File: src/rtl/pipe_stage_reg.sv
// Parametrised pipeline register between adjacent stages: valid/ready handshake,
// flush to a bubble pattern, optional one-entry skid buffer and perf counters.
module pipe_stage_reg #(
   parameter int               WIDTH    = 32,
   parameter int               NFIELD   = 5,
   parameter int               PC_FIELD = 1,
   parameter logic [WIDTH-1:0] RESET_PC = 32'h00003000,
   parameter bit               SKID     = 1'b1,
   parameter int               CNT_W    = 32
) (
   input  logic                    clk,
   input  logic                    reset,
   input  logic                    in_valid,
   output logic                    in_ready,
   input  logic [NFIELD*WIDTH-1:0] in_data,
   input  logic                    flush,
   output logic                    out_valid,
   input  logic                    out_ready,
   output logic [NFIELD*WIDTH-1:0] out_data,
   output logic [CNT_W-1:0]        xfer_cnt,
   output logic [CNT_W-1:0]        bubble_cnt
);

   localparam int TOTAL = NFIELD * WIDTH;
   localparam logic [TOTAL-1:0] BUBBLE = TOTAL'(RESET_PC) << (PC_FIELD * WIDTH);

   logic             main_valid;
   logic [TOTAL-1:0] main_data;
   logic             skid_valid;
   logic [TOTAL-1:0] skid_data;
   logic             rdy_q;
   logic             in_xfer;
   logic             out_xfer;
   logic             load_main;

   assign in_xfer   = in_valid & in_ready;
   assign out_xfer  = main_valid & out_ready;
   assign load_main = ~main_valid | out_ready;

   // rdy_q is low in reset and mirrors ~skid_valid afterwards, so it also
   // provides the "ready from the first cycle after release" behaviour.
   if (SKID) begin : g_skid
      assign in_ready = rdy_q & ~flush;
   end else begin : g_plain
      assign in_ready = rdy_q & (out_ready | ~main_valid) & ~flush;
   end

   // The skid entry only ever fills while the main register is stalled, so
   // when the main register can load, a waiting skid payload is always older.
   always_ff @(posedge clk or negedge reset) begin
      if (!reset) begin
         main_valid <= 1'b0;
         main_data  <= BUBBLE;
         skid_valid <= 1'b0;
         skid_data  <= '0;
         rdy_q      <= 1'b0;
      end else if (flush) begin
         main_valid <= 1'b0;
         main_data  <= BUBBLE;
         skid_valid <= 1'b0;
         rdy_q      <= 1'b1;
      end else if (load_main) begin
         if (skid_valid) begin
            main_data  <= skid_data;
            main_valid <= 1'b1;
            skid_valid <= 1'b0;
         end else if (in_xfer) begin
            main_data  <= in_data;
            main_valid <= 1'b1;
         end else begin
            main_valid <= 1'b0;
         end
         rdy_q <= 1'b1;
      end else if (in_xfer && SKID) begin
         skid_data  <= in_data;
         skid_valid <= 1'b1;
         rdy_q      <= 1'b0;
      end
   end

   always_ff @(posedge clk or negedge reset) begin
      if (!reset) begin
         xfer_cnt   <= '0;
         bubble_cnt <= '0;
      end else begin
         if (out_xfer) begin
            xfer_cnt <= xfer_cnt + CNT_W'(1);
         end
         if (out_ready && !main_valid) begin
            bubble_cnt <= bubble_cnt + CNT_W'(1);
         end
      end
   end

   assign out_valid = main_valid;
   assign out_data  = main_data;

endmodule

File: config.mk
export PLATFORM = sky130hd
export DESIGN_NAME = pipe_stage_reg
export DESIGN_NICKNAME = d
export VERILOG_FILES = /design/src/rtl/pipe_stage_reg.sv
export SDC_FILE = /design/constraint.sdc
export NUM_CORES = 1
export LEC_CHECK = 0
export BUFFER_PORTS_ARGS = -buffer_cell sky130_fd_sc_hd__buf_2
export CAP_MARGIN = 20
export CORE_MARGIN = 4
export CORE_UTILIZATION = 59
export DETAILED_ROUTE_END_ITERATION = 8
export GPL_TIMING_DRIVEN = 0
export PLACE_DENSITY = 0.86
export SLEW_MARGIN = 20
export SYNTH_ARGS = -nofsm -noshare
export SYNTH_HDL_FRONTEND = slang
export SYNTH_SLANG_ARGS = --single-unit
File: constraint.sdc
create_clock -name clk -period 3.2 [get_ports clk]
set_clock_uncertainty 0.2 [all_clocks]
set_input_delay 0.64 -clock clk [delete_from_list [all_inputs] [get_ports clk]]
set_output_delay 0.64 -clock clk [all_outputs]
set_load 0.01 [all_outputs]
==> results_dict.tcl <==
set metrics [dict create \
    overflow 0 \
    yosysTopAreaCell "dfrtp_1" \
    drt_iter0_markers 675 \
    ant_nets 0 \
    worstPathArrival_ps 2110 \
    status "complete, no violations" \
    coreArea_um2 28800 \
    synth_area_leaders "dfrtp_1 (56%), mux2i_1 (9.3%), mux2_4 (8.7%), a211oi_1 (6.9%), mux2_2 (4.0%)" \
    crit_path_frequent_cell "buf_2" \
    fin_crit_sh_pct 92.2 \
    critPathBufInv 4 \
    critPathTopFamily "buffers and inverters" \
    clk_latency_ps 510 \
    num_rows 62 \
    postCtsSetupRepairBufs 0 \
    hp-class "in -> reg" \
    fin_crit_ps 2950 \
    top_usage_layer "met2" \
    dpl.hpwl_um 33200 \
    wl_per_cell_um 21.4 \
    cts.clk_slew.worst_paths_ps 60 \
    syn_inst 1319 \
    cts_root_buf "clkbuf_16" \
    hold_violations 0 \
    floorplan.io_pins 391 \
    dieArea_um2 32100 \
    final_nets 1922 \
    cts_buffers 40 \
    finalSetupViolations 0 \
    grt_max_degree 96 \
    clock_sinks 387 \
    crit_path_end_kind "output pin" \
    drive_above_1_share_pct 38.7 \
    peakVddDrop_v 0.000509 \
    synth-seq-cells 387 \
    rsz0062_at_grt "false" \
    ys_types 40 \
    grt_use_met2_pct 48.9 \
    area_delta_synth_final_pct 22.4 \
    fin_setup_tns_ps 0 \
    maxSlewHeadroom_pct 47.7 \
    drtPass1Iterations 5 \
    drt-total-wl_um 46700 \
    synth_enable_flop_cells 0 \
    met1_usage_pct 34.5 \
    start_util_pct 60.1 \
    finalMaxSlewViolations 0 \
    htree_levels 2 \
    power.density_nw_per_um2 609 \
    fmax_mhz 339 \
    dp.cells 2097 \
    ys.flop_type "dfrtp_1" \
    required_ps 2360 \
    vias 12580 \
    holdWs_ps 139 \
    gp_congestion 0.850 \
    max_stage_delay_ps 500 \
    p_leak_nw 9.94 \
    final_cells 2180 \
    grt_pass1_wl_um 72700 \
    maxCapViolations 0 \
    die_w_um 179 \
    grt_use_total_pct 28.7 \
    grt_pass1_vias 13299 \
    final_util_pct 73.5 \
    syn_nets 1486 \
    clockBufferDepth 3 \
    avgViaCountPerCell 5.77 \
    crit_type "in -> out" \
    worst_pin_slew_ps 784 \
    cp_slowest_cell "clkbuf_1" \
    cts_tree "done" \
    port_buffers 390 \
    antenna_found_initial 27 \
    yosysSeqAreaShare_pct 56.0 \
    avgSynthCellArea_um2 13.1 \
    synth_area_um2 17300 \
    path_cells "buf_2 > clkbuf_2 > clkbuf_1 > nor2_1 > buf_2" \
    ys_warn_count 0 \
    die_h_um 179 \
    path_max_fanout 11 \
    grtUsageMet3_pct 9.19 \
    async_reset_ff_share_pct 100 \
    totalPowerFinal_w 0.0129 \
    start_kind "primary input" \
    drc 0 \
    yosys.area.top_type_share_pct 55.7 \
]
-- synthesized netlist by cell type (4+ instances only) --
cell      count
and4_1        4
nor3_1        6
a211oi_1    158
and2_1        7
nand2_1      17
mux2_2       62
mux2_4      100
nand3_1      22
dfrtp_1     385
xnor2_1      54
clkbuf_1     28
buf_2        48
buf_4         4
xor2_1        8
mux2i_1     160
nor2_1      169
and3_1        8
buf_12       11
nand4_1      34
-- worst reg2reg max path, delay by kind of cell, from the launching register on --
| kind | cells | cell delay [ps] |
|---|---|---|
| buf+inv | 4 | 860 |
| compound gates | 2 | 610 |
| flops | 1 | 350 |
| simple gates | 1 | 90 |
-- layout make-up --
| cell class | instances | area, um2 |
|---|---|---|
| tap | 384 | 480 |
| fill | 1932 | 7620 |
| inverter | 3 | 11.3 |
| multi-input combinational | 834 | 6970 |
| buffer | 94 | 616 |
| sequential | 387 | 9690 |
| clock inverter | 8 | 98.8 |
| antenna | 16 | 40.0 |
| clock buffer | 59 | 1170 |
| timing repair buffer | 395 | 2080 |
-- layout by cell type (no fill, tap or decap), drive strengths merged --
master	instances
nor4b	2
a211o	2
xor2	8
dfstp	2
xnor2	54
dlygate4sd3	1
nand3	22
nor3	7
a211oi	158
and2	7
nand2	17
diode	16
and4	4
nand2b	2
nand4	35
inv	4
clkinv	3
nor2b	2
buf	461
nor4	4
dfrtp	385
nand4b	3
mux2i	160
mux2	162
clkbuf	86
and3	9
nor2	170
bufinv	2
ha	2
clkinvlp	2
o21ai	1
a21oi	2
or2	1
-- where the power goes --
| part | internal, W | total (W) | leakage (nW) | switching (W) |
|---|---|---|---|---|
| Clock | 0.00269 | 0.00456 | 0.619 | 0.00187 |
| Sequential | 0.00567 | 0.00620 | 4.95 | 0.000531 |
| Combinational | 0.00113 | 0.00213 | 4.37 | 0.000997 |
| Total | 0.00950 | 0.0129 | 9.94 | 0.00340 |
-- stage by stage --
stage | area (um2) | worst slack [ps]
final | 21200 | 250
after global routing | 21200 | 182
after CTS | 21100 | 213
after detailed placement | 19800 | -404
after global placement | 19700 | -6060
after floorplan | 17300 | 785
-- registers in the layout, summed over array words and instances, names as in the netlist --
| register | flops |
|---|---|
| bubble_cnt | 32 |
| out_data | 160 |
| xfer_cnt | 32 |
| skid_valid | 1 |
| rdy_q | 1 |
| skid_data | 160 |
| out_valid | 1 |
-- cell families after synthesis --
family / count (synthesis) / share of synthesized area [%]
fa+ha+maj: 2 / 0.145
compound gates: 163 / 7.05
mux: 322 / 22.0
simple gates: 285 / 7.99
flops: 387 / 56.0
xor+xnor: 62 / 3.14
buf+inv: 98 / 3.64
-- routing by layer --
| layer | wire length, um | vias up |
|---|---|---|
| met5 | 153 | - |
| met4 | 1660 | 24 |
| met3 | 4020 | 124 |
| met2 | 23200 | 437 |
| met1 | 17600 | 6366 |
| li1 | - | 5629 |
-- timing repair --
item / 4_1_cts / 5_1_grt
hold buffers: 1 / 0
endpoints found under the setup margin: 1 / 0
endpoints found under the hold margin: 58 / 0
resized for setup: 1 / 0
-- final timing paths --
check                                         start                        end  slack [ps]  cells past startpoint
setup / recovery                              flush                   in_ready         250                      5
min in group asynchronous                     reset   xfer_cnt[11]$_DFFE_PN0P_         460                      2
hold / removal                             in_valid          rdy_q$_DFFE_PN0P_         140                      2
setup reg to reg             skid_valid$_DFFE_PN0P_   out_data[13]$_DFFE_PN0P_         960                      7
hold reg to reg            xfer_cnt[31]$_DFFE_PN0P_   xfer_cnt[31]$_DFFE_PN0P_         270                      1
max in group asynchronous                     reset  skid_data[36]$_DFFE_PN0P_        1110                      4
No activity file was read; power rests on OpenSTA's default activity.
